===== src/rtl/fsk_pkg.sv =====
// fsk_pkg: constants and types shared by the FSK receive path and the transmit-side modulator.
//   - ADC frame geometry (ADC_W data bits carried in a FRAME_BITS-clock serial frame)
//   - default demodulator thresholds
//   - mark/space tone frequencies and bit rate, common to modulator and demodulator
//   - ADC reader state encoding
//   - hysteresis level helper used by the crossing detector
package fsk_pkg;

  localparam int unsigned ADC_W      = 12;
  localparam int unsigned FRAME_BITS = 16;
  localparam int unsigned ZC_W       = 8;

  localparam int unsigned MIDSCALE_DEF  = 2048;
  localparam int unsigned HYST_DEF      = 64;
  localparam int unsigned ZC_THRESH_DEF = 15;

  // Tone plan shared with the modulator: mark = 1, space = 0.
  localparam int unsigned CLK_HZ   = 100_000_000;
  localparam int unsigned MARK_HZ  = 100_000;
  localparam int unsigned SPACE_HZ = 50_000;
  localparam int unsigned BAUD_HZ  = 10_000;

  typedef enum logic [1:0] {
    RD_IDLE = 2'd0,
    RD_CONV = 2'd1,
    RD_DONE = 2'd2
  } rd_state_t;

  // Schmitt-trigger style level: above hi_th -> 1, below lo_th -> 0, otherwise hold.
  // Operands are one bit wider than a sample so the thresholds never wrap.
  function automatic logic level_update(
    input logic [ADC_W:0] s,
    input logic [ADC_W:0] hi_th,
    input logic [ADC_W:0] lo_th,
    input logic           cur
  );
    logic nxt;
    if (s >= hi_th) begin
      nxt = 1'b1;
    end else if (s <= lo_th) begin
      nxt = 1'b0;
    end else begin
      nxt = cur;
    end
    return nxt;
  endfunction

endpackage


===== src/rtl/fsk_demod_adc_if.sv =====
// fsk_demod_adc_if: bundles the serial ADC pins and the demodulator result stream.
//   master (demodulator side): drives sclk_adc, cs_adc, sample, sample_valid,
//                              bit_out, bit_valid, zc_count; reads miso_adc
//   slave  (ADC / consumer side): drives miso_adc; reads everything else
interface fsk_demod_adc_if;
  import fsk_pkg::*;

  logic                 miso_adc;
  logic                 sclk_adc;
  logic                 cs_adc;
  logic [ADC_W-1:0]     sample;
  logic                 sample_valid;
  logic                 bit_out;
  logic                 bit_valid;
  logic [ZC_W-1:0]      zc_count;

  modport master (
    input  miso_adc,
    output sclk_adc, cs_adc, sample, sample_valid, bit_out, bit_valid, zc_count
  );

  modport slave (
    output miso_adc,
    input  sclk_adc, cs_adc, sample, sample_valid, bit_out, bit_valid, zc_count
  );

endinterface


===== src/rtl/adc_spi_reader.sv =====
// adc_spi_reader: reads one frame from a 12-bit serial ADC per start request.
//   clk, reset (async active-low)
//   start : request a conversion; honoured only while idle
//   miso  : ADC serial data, captured on each SCLK rise
//   sclk  : serial clock, idles high, first edge of a frame is a fall
//   cs    : chip select, active-low, low for exactly 32*SCLK_DIV clk cycles
//   data  : low ADC_W bits of the last frame (leading bits are discarded)
//   valid : one-cycle pulse, the cycle after the last SCLK rise
module adc_spi_reader
  import fsk_pkg::*;
#(
  parameter int unsigned SCLK_DIV = 4
) (
  input  logic             clk,
  input  logic             reset,
  input  logic             start,
  input  logic             miso,
  output logic             sclk,
  output logic             cs,
  output logic [ADC_W-1:0] data,
  output logic             valid
);

  localparam int unsigned DIV_W  = $clog2(SCLK_DIV + 1);
  localparam int unsigned RISE_W = $clog2(FRAME_BITS + 1);
  localparam logic [DIV_W-1:0]  DIV_LAST  = DIV_W'(SCLK_DIV - 1);
  localparam logic [RISE_W-1:0] RISE_LAST = RISE_W'(FRAME_BITS - 1);

  rd_state_t               state;
  logic [DIV_W-1:0]        div_cnt;
  logic [RISE_W-1:0]       rise_cnt;
  // The first leading zero falls off the top; only FRAME_BITS-1 bits are kept.
  logic [FRAME_BITS-2:0]   shift;

  // Frame sequencer: SCLK generation, bit capture and result register.
  always_ff @(posedge clk or negedge reset) begin
    if (!reset) begin
      state    <= RD_IDLE;
      sclk     <= 1'b1;
      cs       <= 1'b1;
      div_cnt  <= '0;
      rise_cnt <= '0;
      shift    <= '0;
      data     <= '0;
      valid    <= 1'b0;
    end else begin
      valid <= 1'b0;
      case (state)
        RD_IDLE: begin
          sclk     <= 1'b1;
          div_cnt  <= '0;
          rise_cnt <= '0;
          if (start) begin
            state <= RD_CONV;
            cs    <= 1'b0;
          end else begin
            cs    <= 1'b1;
          end
        end
        RD_CONV: begin
          if (div_cnt == DIV_LAST) begin
            div_cnt <= '0;
            sclk    <= ~sclk;
            // sclk low now means this toggle is a rising edge.
            if (!sclk) begin
              shift    <= {shift[FRAME_BITS-3:0], miso};
              rise_cnt <= rise_cnt + RISE_W'(1);
              if (rise_cnt == RISE_LAST) begin
                state <= RD_DONE;
                cs    <= 1'b1;
              end else begin
                cs    <= 1'b0;
              end
            end else begin
              cs <= 1'b0;
            end
          end else begin
            div_cnt <= div_cnt + DIV_W'(1);
          end
        end
        RD_DONE: begin
          data  <= shift[ADC_W-1:0];
          valid <= 1'b1;
          state <= RD_IDLE;
        end
        default: begin
          state <= RD_IDLE;
          sclk  <= 1'b1;
          cs    <= 1'b1;
        end
      endcase
    end
  end

endmodule


===== src/rtl/fsk_demod_adc.sv =====
// fsk_demod_adc: FSK demodulator fed by a serial ADC.
//   clk, reset (async active-low), en (enables conversions and demodulation)
//   bus (master modport):
//     miso_adc/sclk_adc/cs_adc : serial ADC pins
//     sample, sample_valid     : last captured sample and its update pulse
//     bit_out, bit_valid       : recovered bit per window and its update pulse
//     zc_count                 : running crossing count of the current window
// A conversion starts every SAMPLE_PERIOD clocks while enabled. Each sample
// is passed through a hysteresis comparator around MIDSCALE; level changes are
// counted over SAMPLES_PER_BIT samples and a window with at least ZC_THRESH
// crossings decodes as 1 (the higher mark tone crosses more often).
module fsk_demod_adc
  import fsk_pkg::*;
#(
  parameter int unsigned SCLK_DIV        = 4,
  parameter int unsigned SAMPLE_PERIOD   = 200,
  parameter int unsigned SAMPLES_PER_BIT = 50,
  parameter int unsigned MIDSCALE        = MIDSCALE_DEF,
  parameter int unsigned HYST            = HYST_DEF,
  parameter int unsigned ZC_THRESH       = ZC_THRESH_DEF
) (
  input  logic            clk,
  input  logic            reset,
  input  logic            en,
  fsk_demod_adc_if.master bus
);

  localparam int unsigned TW = $clog2(SAMPLE_PERIOD);
  localparam int unsigned WW = $clog2(SAMPLES_PER_BIT + 1);
  localparam logic [TW-1:0]    TIMER_LAST = TW'(SAMPLE_PERIOD - 1);
  localparam logic [WW-1:0]    WIN_LAST   = WW'(SAMPLES_PER_BIT - 1);
  localparam logic [ADC_W:0]   HI_TH      = (ADC_W + 1)'(MIDSCALE + HYST);
  localparam logic [ADC_W:0]   LO_TH      = (ADC_W + 1)'(MIDSCALE - HYST);
  localparam logic [ZC_W-1:0]  ZC_MAX     = {ZC_W{1'b1}};
  localparam logic [ZC_W-1:0]  ZC_TH      = ZC_W'(ZC_THRESH);

  logic [TW-1:0]      timer;
  logic               start;
  logic [ADC_W-1:0]   rd_data;
  logic               rd_valid;
  logic               rd_sclk;
  logic               rd_cs;

  logic               level_hi;
  logic               level_next;
  logic               crossing;
  logic [WW-1:0]      win_cnt;
  logic [ZC_W-1:0]    zc;
  logic [ZC_W-1:0]    zc_next;
  logic               bit_q;
  logic               bit_vld;

  // Conversion pacing timer, free-running regardless of en.
  always_ff @(posedge clk or negedge reset) begin
    if (!reset) begin
      timer <= '0;
    end else if (timer == TIMER_LAST) begin
      timer <= '0;
    end else begin
      timer <= timer + TW'(1);
    end
  end

  // The reader ignores start while a frame is in progress.
  assign start = en && (timer == TIMER_LAST);

  adc_spi_reader #(
    .SCLK_DIV (SCLK_DIV)
  ) u_reader (
    .clk   (clk),
    .reset (reset),
    .start (start),
    .miso  (bus.miso_adc),
    .sclk  (rd_sclk),
    .cs    (rd_cs),
    .data  (rd_data),
    .valid (rd_valid)
  );

  // Crossing detection and saturating count for the incoming sample.
  always_comb begin
    level_next = level_update({1'b0, rd_data}, HI_TH, LO_TH, level_hi);
    crossing   = (level_next != level_hi);
    if (crossing && (zc != ZC_MAX)) begin
      zc_next = zc + ZC_W'(1);
    end else begin
      zc_next = zc;
    end
  end

  // Window accounting and bit decision.
  always_ff @(posedge clk or negedge reset) begin
    if (!reset) begin
      level_hi <= 1'b0;
      win_cnt  <= '0;
      zc       <= '0;
      bit_q    <= 1'b0;
      bit_vld  <= 1'b0;
    end else begin
      bit_vld <= 1'b0;
      if (!en) begin
        level_hi <= 1'b0;
        win_cnt  <= '0;
        zc       <= '0;
      end else if (rd_valid) begin
        // level_hi carries across windows so a tone does not fake a crossing at each boundary.
        level_hi <= level_next;
        if (win_cnt == WIN_LAST) begin
          bit_q   <= (zc_next >= ZC_TH);
          bit_vld <= 1'b1;
          zc      <= '0;
          win_cnt <= '0;
        end else begin
          zc      <= zc_next;
          win_cnt <= win_cnt + WW'(1);
        end
      end else begin
        level_hi <= level_hi;
      end
    end
  end

  assign bus.sclk_adc     = rd_sclk;
  assign bus.cs_adc       = rd_cs;
  assign bus.sample       = rd_data;
  assign bus.sample_valid = rd_valid;
  assign bus.bit_out      = bit_q;
  assign bus.bit_valid    = bit_vld;
  assign bus.zc_count     = zc;

endmodule

===== src/flat_wrapper.sv =====
// flat-port wrapper written by rule: the top's interface ports become plain ports
module fsk_demod_adc_flat import fsk_pkg::*;
#(
  parameter int unsigned SCLK_DIV        = 4,
  parameter int unsigned SAMPLE_PERIOD   = 200,
  parameter int unsigned SAMPLES_PER_BIT = 50,
  parameter int unsigned MIDSCALE        = MIDSCALE_DEF,
  parameter int unsigned HYST            = HYST_DEF,
  parameter int unsigned ZC_THRESH       = ZC_THRESH_DEF
)
  (clk, reset, en, bus_miso_adc, bus_sclk_adc, bus_cs_adc, bus_sample, bus_sample_valid, bus_bit_out, bus_bit_valid, bus_zc_count);
  fsk_demod_adc_if bus_i ();
  input  logic clk;
  input  logic reset;
  input  logic en;
  input wire logic [$bits(bus_i.miso_adc)-1:0] bus_miso_adc;
  output wire logic [$bits(bus_i.sclk_adc)-1:0] bus_sclk_adc;
  output wire logic [$bits(bus_i.cs_adc)-1:0] bus_cs_adc;
  output wire logic [$bits(bus_i.sample)-1:0] bus_sample;
  output wire logic [$bits(bus_i.sample_valid)-1:0] bus_sample_valid;
  output wire logic [$bits(bus_i.bit_out)-1:0] bus_bit_out;
  output wire logic [$bits(bus_i.bit_valid)-1:0] bus_bit_valid;
  output wire logic [$bits(bus_i.zc_count)-1:0] bus_zc_count;
  assign bus_i.miso_adc = bus_miso_adc;
  assign bus_sclk_adc = bus_i.sclk_adc;
  assign bus_cs_adc = bus_i.cs_adc;
  assign bus_sample = bus_i.sample;
  assign bus_sample_valid = bus_i.sample_valid;
  assign bus_bit_out = bus_i.bit_out;
  assign bus_bit_valid = bus_i.bit_valid;
  assign bus_zc_count = bus_i.zc_count;
  fsk_demod_adc #(.SCLK_DIV(SCLK_DIV), .SAMPLE_PERIOD(SAMPLE_PERIOD), .SAMPLES_PER_BIT(SAMPLES_PER_BIT), .MIDSCALE(MIDSCALE), .HYST(HYST), .ZC_THRESH(ZC_THRESH)) u_core (.clk(clk), .reset(reset), .en(en), .bus(bus_i));
endmodule

===== config.mk =====
export PLATFORM = sky130hd
export DESIGN_NAME = fsk_demod_adc_flat
export DESIGN_NICKNAME = d
export VERILOG_FILES = /design/src/rtl/fsk_pkg.sv /design/src/rtl/fsk_demod_adc_if.sv /design/src/rtl/adc_spi_reader.sv /design/src/rtl/fsk_demod_adc.sv /design/src/flat_wrapper.sv
export SDC_FILE = /design/constraint.sdc
export NUM_CORES = 1
export LEC_CHECK = 0
export ABC_AREA = 1
export CAP_MARGIN = 20
export CORE_UTILIZATION = 60
export CTS_BUF_LIST = sky130_fd_sc_hd__clkbuf_8
export CTS_CLUSTER_DIAMETER = 60
export CTS_CLUSTER_SIZE = 12
export DETAILED_ROUTE_END_ITERATION = 10
export GPL_TIMING_DRIVEN = 0
export PLACE_DENSITY = 0.91
export SETUP_SLACK_MARGIN = 0.2
export SYNTH_ARGS = -nofsm -noshare
export SYNTH_HDL_FRONTEND = slang
export SYNTH_SLANG_ARGS = --single-unit
export TNS_END_PERCENT = 100

===== constraint.sdc =====
create_clock -name clk -period 2.5 [get_ports clk]
set_input_delay 0.375 -clock clk [delete_from_list [all_inputs] [get_ports clk]]
set_output_delay 0.375 -clock clk [all_outputs]
set_load 0.02 [all_outputs]

==> results of run 1 <==
==> cell usage after synthesis, drive strengths merged <==
cell / n / area (sq um)
dfstp: 2 / 52.6
buf: 2 / 10.0
o22ai: 15 / 93.8
nand4: 9 / 56.3
o31ai: 1 / 7.51
dfrtp: 60 / 1500
xnor2: 2 / 17.5
nand3: 22 / 158
ha: 7 / 87.6
xor2: 6 / 52.6
a21oi: 7 / 35.0
a31oi: 1 / 6.26
nor2: 28 / 118
nor3: 9 / 50.1
inv: 55 / 206
clkbuf: 4 / 15.0
a31o: 1 / 8.76
a22o: 2 / 17.5
nand2: 90 / 355
o21ai: 32 / 160
==> registers in the layout (all words and copies together) (netlist names) <==
name and cells:
u_core.level_hi 1, u_core.u_reader.sclk 1, u_core.u_reader.div_cnt 3, u_core.u_reader.state 2, u_core.u_reader.rise_cnt 5, u_core.bus.bit_valid 1, u_core.win_cnt 6, u_core.bus.zc_count 8
u_core.bus.bit_out 1, u_core.u_reader.shift 12, u_core.u_reader.cs 1, u_core.u_reader.data 12, u_core.timer 8, u_core.u_reader.valid 1
==> per-layer routing <==
| metal | part of all wire [%] | wire [microns] | GRT usage [%] |
|---|---|---|---|
| met5 | 0 | 0 | 0 |
| met4 | 1.8 | 119 | 11.5 |
| met3 | 5.7 | 369 | 7.73 |
| met2 | 50 | 3210 | 43.8 |
| met1 | 43 | 2760 | 35.6 |
==> kinds of logic (layout without fill, tap and decap cells) <==
kind of cell | count (synthesis) | in the layout
buffers and inverters | 61 | 105
flip-flops | 62 | 62
adder cells (fa/ha/maj) | 7 | 7
XOR/XNOR | 8 | 8
AO/OA/AOI/OAI | 59 | 59
AND/OR/NAND/NOR | 158 | 158
==> worst max path at each step <==
| stage | startpoint | endpoint | slack [ps] | cells after the start |
|---|---|---|---|---|
| 6_report | u_core.u_reader.sclk | bus_sclk_adc | 640 | 1 |
| 5_1_grt | u_core.bus.zc_count[0] | u_core.bus.bit_out | 550 | 12 |
| 4_1_cts | u_core.u_reader.sclk | bus_sclk_adc | 610 | 1 |
| 3_5_place_dp | en | u_core.bus.zc_count[3] | 670 | 4 |
| 3_3_place_gp | reset | u_core.u_reader.shift[0] | -850 | 1 |
| 2_1_floorplan | u_core.bus.zc_count[0] | u_core.bus.bit_out | 800 | 12 |
==> final cells by class <==
cell class	count	area share [%]
clock buffers	12	4.53
multi-input cells	232	33.6
plain buffers	6	0.687
inverters	55	5.67
clock inverters	3	2.47
repair buffers	29	8.10
flip-flops and latches	62	42.7
well taps	67	2.30
==> power by group through the flow <==
stage / registers [mW] / logic (mW) / clock network [mW]
CTS: 1.00 / 0.0328 / 1.14
finish: 1.00 / 0.0315 / 1.13
global placement: 1.02 / 0.0293 / 0
detailed placement: 1.02 / 0.0324 / 0
floorplan: 1.02 / 0.00281 / 0
global route: 1.00 / 0.0371 / 1.18
==> metrics.md, run 1 <==
| Metric | Value |
|---|---|
| Antenna violations before repair | `0` |
| PnR Total Power | `between 2 and 2.5 mW` |
| Cts repair resizes | `0` |
| Tightest Pin Transition | `between 600 and 700 ps` |
| Gate power share | `approximately 1.5%` |
| Status | `complete, no violations` |
| Multi-input gate area | `approximately 1200 sq um` |
| Setup_tns | `0 ps` |
| Xor and xnor area share after synthesis | `2.33%` |
| Ant diodes | `0` |
| Crit path kind | `register to output pin` |
| Power per cell area | `between 500 and 600 nW/um^2` |
| Synth Instances | `355` |
| Mux contribution to synthesized area | `0%` |
| Sequential share of power | `a little under half` |
| Initial DRC count | `approximately 240` |
| Routed WL | `6460 microns` |
| CP Data Required Time | `around 2100 ps` |
| Clk buf depth | `2` |
| Area grow syn2layout | `21.1%` |
| Port Buf Inserts | `28` |
| Total grt overflow | `0` |
| Placed Cells | `roughly 450` |
| CP cell instances | `clkdlybuf4s50_1` |
| Die width | `about 73 microns` |
| Die Span Y | `72.8 microns` |
| Cell Area, Placed | `3390 sq um` |
| Fillers | `340` |
| Delay of the slowest critical-path stage | `approximately 600 ps` |
| Tot GR Track Use | `27.5%` |
| Post-layout util | `about three quarters` |
| Max-slew violations | `0` |
| Cell Int Power | `approximately 1.7 mW` |
| Post-CTS setup buffers | `0` |
| Peak VDD IR | `approximately 0.46 mV` |
| Core Box Area | `between 4000 and 5000 sq um` |
| Syn_nets | `~370` |
| Slowest CP cell | `clkdlybuf4s50_1` |
| Reg-to-reg critical path startpoint | `u_core.bus.zc_count[0]` |
| Ratio of cells with drive above 1 in the final layout | `a little under a tenth` |
| Arrival time worst endpoint | `about 1500 ps` |
| Mapped Area | `between 3000 and 4000 sq um` |
| Register area | `1550 sq um` |
| Die area | `roughly 5300 sq um` |
| Adder-Cell Fraction of Synth Area | `approximately 2.9%` |
| Latest clock arrival within the worst-skew pair | `340 ps` |
| Max Fclk | `~540 MHz` |
| RSZ-0062 raised after global routing | `false` |
| Synth cell types | `28` |
| IO Pins | `29` |
| Seq/Total Area, Yosys | `roughly half` |
| Most frequent cells in the layout | `nand2_1 (85), dfrtp_1 (60), inv_1 (53)` |
| Hold_buf cts | `0` |
| Wire per inst | `13.9 microns` |
| Setup crit start kind | `register` |
| CTS tree | `done` |
| First-pass GRT wire length | `between 10000 and 15000 microns` |
| Fin crit share | `74.5%` |
| Maxcap violations | `0` |
| Starting Density | `between 60% and 70%` |
| Post-route setup slack | `~640 ps` |
| Vias per inst | `5.59` |
| Period minus WS final | `1860 ps` |
| Final hold vios | `0` |
| Antenna Nets Post-Route | `0` |
| Via count | `around 2600` |
| R2R depth | `12` |
| Max-slew headroom | `56.0%` |
| Crit path buf inv count | `1` |
| # setup viols final | `0` |
| #FFs+latches synth | `62` |
| Setup slack, reg-to-reg | `slightly below 700 ps` |
| Largest family of logic cells by synthesized area | `simple AND/OR/NAND/NOR gates` |
| Worst-case hold slack | `roughly 59 ps` |
| R2R Path End | `u_core.bus.bit_out` |
| Sink Count | `between 60 and 70` |
| DRC violations left | `0` |
| Post-DP HPWL | `4370 microns` |
| Row count | `25` |
| Synthesized area per cell | `between 8 and 9 sq um` |
| Commonest non-fill, non-tap cell in the layout | `nand2_1` |
| Pre-CTS setup slack | `between 600 and 700 ps` |
| Root Driver | `clkbuf_8` |
| Final Cell Area | `around 3600 sq um` |
| Clk_skew | `around 8.7 ps` |
| Crit-path leading delay family | `buffers and inverters` |
| Post-synthesis compound-gate area fraction | `a little over a tenth` |
| Leakage Power | `roughly 1.7 nW` |
| Switching share of power | `a little under a fifth` |
| Vias in the first global route | `2517` |
| P_sw | `just over 0.4 mW` |
| Yosys warns | `0` |
| Crit path max fanout | `3` |
| Clk network pwr share | `a little over half` |
| Drt pass-1 iters | `5` |
| Critical Path Sink Type | `output pin` |
| Final nets | `approximately 410` |
| Largest net degree at the start of global routing | `35` |
| Simple-gate share of the synthesized area | `about a quarter` |
| CTS clk-pin slew, worst paths | `roughly 70 ps` |
| HP Class | `primary input to async pin` |
| Placer Congestion | `~0.88` |
| Non-filler cells, final | `roughly 470` |
| Htree depth | `3` |
| Num CTS Buffers | `9` |
(Power assumes the default switching activity.)
==> run 2, diff against run 1 <==
Settings changed: CORE_UTILIZATION 60 to 59, PLACE_DENSITY 0.91 to 0.9.
Clock period 2.5 ns to 1.82 ns, I/O delays scaled along.
==> metrics.md, run 2 (synthesis gave the netlist of run 1 again) <==
| Metric | Value |
|---|---|
| Area grow syn2layout | `26.2%` |
| Max-slew violations | `0 (unchanged)` |
| Crit-path leading delay family | `simple AND/OR/NAND/NOR gates` |
| First-pass GRT wire length | `11000 microns (+0.18%)` |
| Maxcap violations | `0 (unchanged)` |
| Setup_tns | `0 ps (unchanged)` |
| Arrival time worst endpoint | `1910 ps (+420 ps)` |
| Via count | `2739 (+5.2%)` |
| Largest registers | `u_core.u_reader.data (12), u_core.u_reader.shift (12)` |
| Period minus WS final | `1670 ps` |
| Setup crit start kind | `register` |
| Power per cell area | `697 nW/um^2 (+17%)` |
| Vias per inst | `5.65 (+1.1%)` |
| Crit path kind | `register to register` |
| Max Fclk | `~600 MHz` |
| Final nets | `424 (+4.4%)` |
| Routed WL | `7290 microns (+13%)` |
| Most frequent cells in the layout | `nand2_1 (72), dfrtp_1 (53), inv_1 (50)` |
| Drt pass-1 iters | `5 (unchanged)` |
| Crit path max fanout | `8 (+5)` |
| Tightest Pin Transition | `718 ps (+57.0 ps)` |
| Die width | `73.4 microns (+0.82%)` |
| DRC violations left | `0 (unchanged)` |
| Initial DRC count | `431 (+83%)` |
| IO Pins | `29 (unchanged)` |
| Final hold vios | `0 (unchanged)` |
| Die Span Y | `73.4 microns (+0.82%)` |
| CTS tree | `done` |
| Commonest non-fill, non-tap cell in the layout | `nand2_1` |
| Clk buf depth | `2 (unchanged)` |
| Latest clock arrival within the worst-skew pair | `350 ps (about the same)` |
| Sink Count | `62 (unchanged)` |
| Root Driver | `clkbuf_8` |
| Vias in the first global route | `2434 (-3.3%)` |
| Slowest CP cell | `dfrtp_1` |
| CTS clk-pin slew, worst paths | `70 ps (about the same)` |
| Fin crit share | `between 90% and 100%` |
| Critical Path Sink Type | `register` |
| Post-DP HPWL | `4380 microns (+0.27%)` |
| Status | `complete, no violations` |
| Starting Density | `62.5% (-0.41 points)` |
| Total grt overflow | `0 (unchanged)` |
| Peak VDD IR | `0.499 mV (+8.3%)` |
| Ratio of cells with drive above 1 in the final layout | `20.1% (+11 points)` |
| Delay of the slowest critical-path stage | `430 ps (-170 ps)` |
| CP cell instances | `inv_2, nand2_1, nor2_2, nand3_2, nand3_4, buf_4, nand4_1, nand2_1, nor2_1, nand2_1, nand2_1, nand2_1, nand2_1` |
| Row count | `25 (unchanged)` |
| Port Buf Inserts | `28 (unchanged)` |
| Leakage Power | `1.86 nW (+11%)` |
| RSZ-0062 raised after global routing | `true` |
| Num CTS Buffers | `9 (unchanged)` |
| Htree depth | `3 (unchanged)` |
| Tot GR Track Use | `27.4% (-0.16 points)` |
| Final Cell Area | `3800 sq um (+4.2%)` |
| Placer Congestion | `0.857 (-3.1%)` |
| # setup viols final | `0 (unchanged)` |
| Core Box Area | `4820 sq um (+0.65%)` |
| Clk_skew | `7.80 ps (-0.868 ps)` |
| Wire per inst | `15.0 microns (+8.5%)` |
| Antenna violations before repair | `0 (unchanged)` |
| Die area | `5390 sq um (+1.6%)` |
| CP most frequent cell | `nand2_1` |
| Ant diodes | `0 (unchanged)` |
| Antenna Nets Post-Route | `0 (unchanged)` |
| Crit path buf inv count | `2 (+1)` |
| CP Data Required Time | `2060 ps (-60 ps)` |
| Cell Area, Placed | `3390 sq um (about the same)` |
| HP Class | `primary input to register` |
| Max-slew headroom | `52.2% (-3.8 points)` |
| Largest net degree at the start of global routing | `33 (-5.7%)` |
[run 2: cell count changes in the layout (fill, tap and decap cells not counted), sizes merged]
| cell | previous run | this run |
|---|---|---|
| inv | 55 | 56 |
| clkdlybuf4s50 | 27 | 9 |
| clkbuf | 16 | 17 |
| buf | 4 | 19 |
| bufinv | 3 | 1 |
| dlygate4sd3 | 0 | 1 |
| dlymetal6s2s | 0 | 2 |
| dlygate4sd2 | 0 | 16 |
| clkinv | 0 | 3 |
[run 2: area by class of cell]
cell class | instances | area [sq um]
Inverter | 55 | 206
Multi-Input combinational cell | 232 | 1290
Sequential cell | 62 | 1560
Clock inverter | 5 | 48.8
Tap cell | 67 | 83.8
Fill cell | 318 | 1020
Buffer | 6 | 31.3
Timing Repair Buffer | 47 | 422
Clock buffer | 11 | 151
[run 2: final timing paths]
kind / from / to / slack, ps / depth (start not counted)
worst max register to register: u_core.u_reader.data[11] / u_core.bus.bit_out / 150 / 13
worst max-delay path: u_core.u_reader.data[11] / u_core.bus.bit_out / 150 / 13
worst min-delay path: bus_miso_adc / u_core.u_reader.shift[0] / 450 / 3
worst min register to register: u_core.timer[0] / u_core.timer[0] / 460 / 1
min in group asynchronous: reset / u_core.timer[2] / 510 / 2
max in group asynchronous: reset / u_core.u_reader.data[10] / 680 / 3
[run 2: repair_timing]
item / 4_1_cts / 5_1_grt
gates resized for setup: 20 / 32
hold buffers: 1 / 0
endpoints found under the hold margin: 20 / 0
endpoints found under the setup margin: 17 / 19
buffers inserted: 5 / 12
pin swaps: 3 / 19
[run 2: routing by layer]
layer  wire length (microns)  part of all wire [%]  up-vias  track usage, %
met1                    3080                    42     1314            35.6
met3                     457                   6.3       28            4.12
li1                        -                     -     1275               -
met5                       0                     0        -               0
met2                    3530                    48      122            45.1
met4                     219                   3.0        0            13.5
[run 2: through the flow]
step | power, mW | setup WS [ps] | util [%] | hold WS (ps) | instances
finish | 2.65 | 154 | 78.8 | 450 | 485
global route | 2.72 | 51.9 | 78.8 | 480 | 485
CTS | 2.65 | 175 | 75.5 | 451 | 473
detailed placement | 1.45 | 117 | 70.4 | 365 | 451
global placement | 1.44 | -1690 | 70.1 | 449 | 450
floorplan | 1.41 | 201 | - | -22.6 | 355
[run 2: worst register-to-register path: cells and delay by family, from the launching register on]
family                 cells  cell delay (ps)
buffers and inverters      2              230
flip-flops                 1              430
AND/OR/NAND/NOR           11              900
[run 2: power by group]
part           leakage [nW]  switching [mW]  internal [mW]
logic                 0.918          0.0339         0.0110
registers             0.828               0           1.38
clock network         0.110           0.529          0.694
total                  1.86           0.563           2.08
==> run 3, diff against run 2 <==
Settings changed: SETUP_SLACK_MARGIN 0.2 to default.
==> metrics.md, run 3 (synthesis gave the netlist of run 1 again) <==
| Metric | Value |
|---|---|
| Critical Path Source | `u_core.u_reader.sclk` |
| Power per cell area | `763 nW/um^2 (+9.5%)` |
| Routed WL | `6500 microns (-11%)` |
| Ant diodes | `0 (unchanged)` |
| HP Class | `primary input to register` |
| Port Buf Inserts | `28 (unchanged)` |
| Num CTS Buffers | `9 (unchanged)` |
| Via count | `2589 (-5.5%)` |
| Drt pass-1 iters | `5 (unchanged)` |
| Max Fclk | `571 MHz (-4.9%)` |
| IO Pins | `29 (unchanged)` |
| Reg-to-reg critical path startpoint | `u_core.bus.zc_count[0]` |
| Antenna Nets Post-Route | `0 (unchanged)` |
| Die area | `5390 sq um (unchanged)` |
| Max-slew violations | `0 (unchanged)` |
| Hold Crit Start | `bus_miso_adc` |
| Status | `complete, no violations` |
| First-pass GRT wire length | `10700 microns (-2.6%)` |
| Clk_skew | `9.59 ps (+1.79 ps)` |
| Final Cell Area | `3660 sq um (-3.7%)` |
| Delay of the slowest critical-path stage | `600 ps (+170 ps)` |
| Largest net degree at the start of global routing | `37 (+12%)` |
| Latest clock arrival within the worst-skew pair | `340 ps (about the same)` |
| Crit path buf inv count | `1 (-1)` |
| Vias in the first global route | `2443 (+0.37%)` |
| Non-filler cells, final | `471 (-2.9%)` |
| Clk buf depth | `2 (unchanged)` |
| Most frequent cells in the layout | `nand2_1 (84), dfrtp_1 (59), inv_1 (53)` |
| Placed Cells | `451 (unchanged)` |
| Starting Density | `62.5% (unchanged)` |
| Initial DRC count | `132 (-69%)` |
| DRC violations left | `0 (unchanged)` |
| Area grow syn2layout | `21.5%` |
| Period minus WS final | `1750 ps (+85.7 ps)` |
| Arrival time worst endpoint | `1480 ps (-430 ps)` |
| Peak VDD IR | `0.915 mV (+84%)` |
| # setup viols final | `0 (unchanged)` |
| Maxcap violations | `0 (unchanged)` |
| CP Data Required Time | `1550 ps (-510 ps)` |
| Sink Count | `62 (unchanged)` |
| Largest registers | `u_core.u_reader.data (12), u_core.u_reader.shift (12)` |
| Root Driver | `clkbuf_8` |
| Setup_tns | `0 ps (unchanged)` |
| CP cell instances | `clkdlybuf4s50_1` |
| Core Box Area | `4820 sq um (unchanged)` |
| Cell Area, Placed | `3390 sq um (about the same)` |
| Die width | `73.4 microns (unchanged)` |
| Final nets | `411 (-3.1%)` |
| CTS clk-pin slew, worst paths | `60 ps (about the same)` |
| Crit path kind | `register to output pin` |
| Die Span Y | `73.4 microns (unchanged)` |
| Setup crit start kind | `register` |
| Slowest CP cell | `clkdlybuf4s50_1` |
| Max-slew headroom | `58.0% (+5.8 points)` |
| Crit-path leading delay family | `buffers and inverters` |
| Crit path max fanout | `3 (-5)` |
| Wire per inst | `13.8 microns (-8.2%)` |
| Vias per inst | `5.50 (-2.7%)` |
| Row count | `25 (unchanged)` |
| Leakage Power | `1.68 nW (-9.4%)` |
| Commonest non-fill, non-tap cell in the layout | `nand2_1` |
| Critical Path Sink Type | `output pin` |
| Ratio of cells with drive above 1 in the final layout | `11.1% (-9.0 points)` |
| Placer Congestion | `0.830 (-3.2%)` |
| Antenna violations before repair | `0 (unchanged)` |
| CTS tree | `done` |
| Tot GR Track Use | `27.0% (-0.34 points)` |
| Tightest Pin Transition | `630 ps (-87.5 ps)` |
| Total grt overflow | `0 (unchanged)` |
| Post-DP HPWL | `4400 microns (+0.40%)` |
| Fin crit share | `96.2% (+4.7 points)` |
| Final hold vios | `0 (unchanged)` |
| Htree depth | `3 (unchanged)` |
-- run 3: changes by cell type in the layout (fill, tap and decap cells not counted), moves of 3 or more --
cell | before | now
clkdlybuf4s50_1 | 9 | 27
dlygate4sd2_1 | 16 | 0
buf_4 | 16 | 4
nand2_1 | 72 | 84
nand2_2 | 16 | 5
dfrtp_1 | 53 | 59
dfrtp_2 | 7 | 1
inv_2 | 6 | 2
inv_1 | 50 | 53
-- run 3: final timing paths --
kind	cells past startpoint	slack, ps	endpoint
min reg2reg	1	490	u_core.u_reader.div_cnt[0]
max reg2reg	12	140	u_core.bus.bit_out
min	3	470	u_core.u_reader.shift[0]
max	1	70	bus_sclk_adc
min in group asynchronous	2	480	u_core.timer[2]
max in group asynchronous	3	670	u_core.u_reader.cs
-- run 3: power by group --
group / switching [mW] / internal [mW] / total (mW) / leakage, nW
registers: 0 / 1.38 / 1.38 / 0.838
logic: 0.0336 / 0.0110 / 0.0446 / 0.728
clock network: 0.534 / 0.834 / 1.37 / 0.115
total: 0.567 / 2.22 / 2.79 / 1.68
-- run 3: what timing repair did --
action	in CTS	in global routing
buffers inserted	0	4
gates resized for setup	0	3
endpoints found under the setup margin	0	4
hold endpoints to repair	26	0
hold buffers	1	0
-- run 3: worst min-delay path, stage by stage --
cell	delay [ps]
clkdlybuf4s50_1	390
nand2_1	60
nand2_1	40
-- run 3: area by class of cell --
cell class / instances / area (sq um)
clock inverter: 4 / 70.1
buffer: 6 / 25.0
sequential: 62 / 1560
clock buffer: 11 / 151
multi-input combinational: 232 / 1230
fill: 357 / 1160
tap: 67 / 83.8
inverter: 55 / 206
timing repair buffer: 34 / 335
-- run 3: metal layers --
| layer | track usage [%] | wire (microns) |
|---|---|---|
| met5 | 0 | 0 |
| met3 | 8.64 | 333 |
| met1 | 32.3 | 2790 |
| met4 | 10.9 | 128 |
| met2 | 45.5 | 3250 |
-- run 3: through the flow --
step | total power, mW | utilization [%] | hold slack (ps) | setup slack [ps]
finish | 2.79 | 75.9 | 468 | 68.4
global route | 2.86 | 75.9 | 483 | -7.19
CTS | 2.79 | 75.1 | 459 | 54.6
detailed placement | 1.45 | 70.3 | 327 | 80.3
global placement | 1.44 | 70.0 | 447 | -1460
floorplan | 1.41 | - | -22.6 | 122
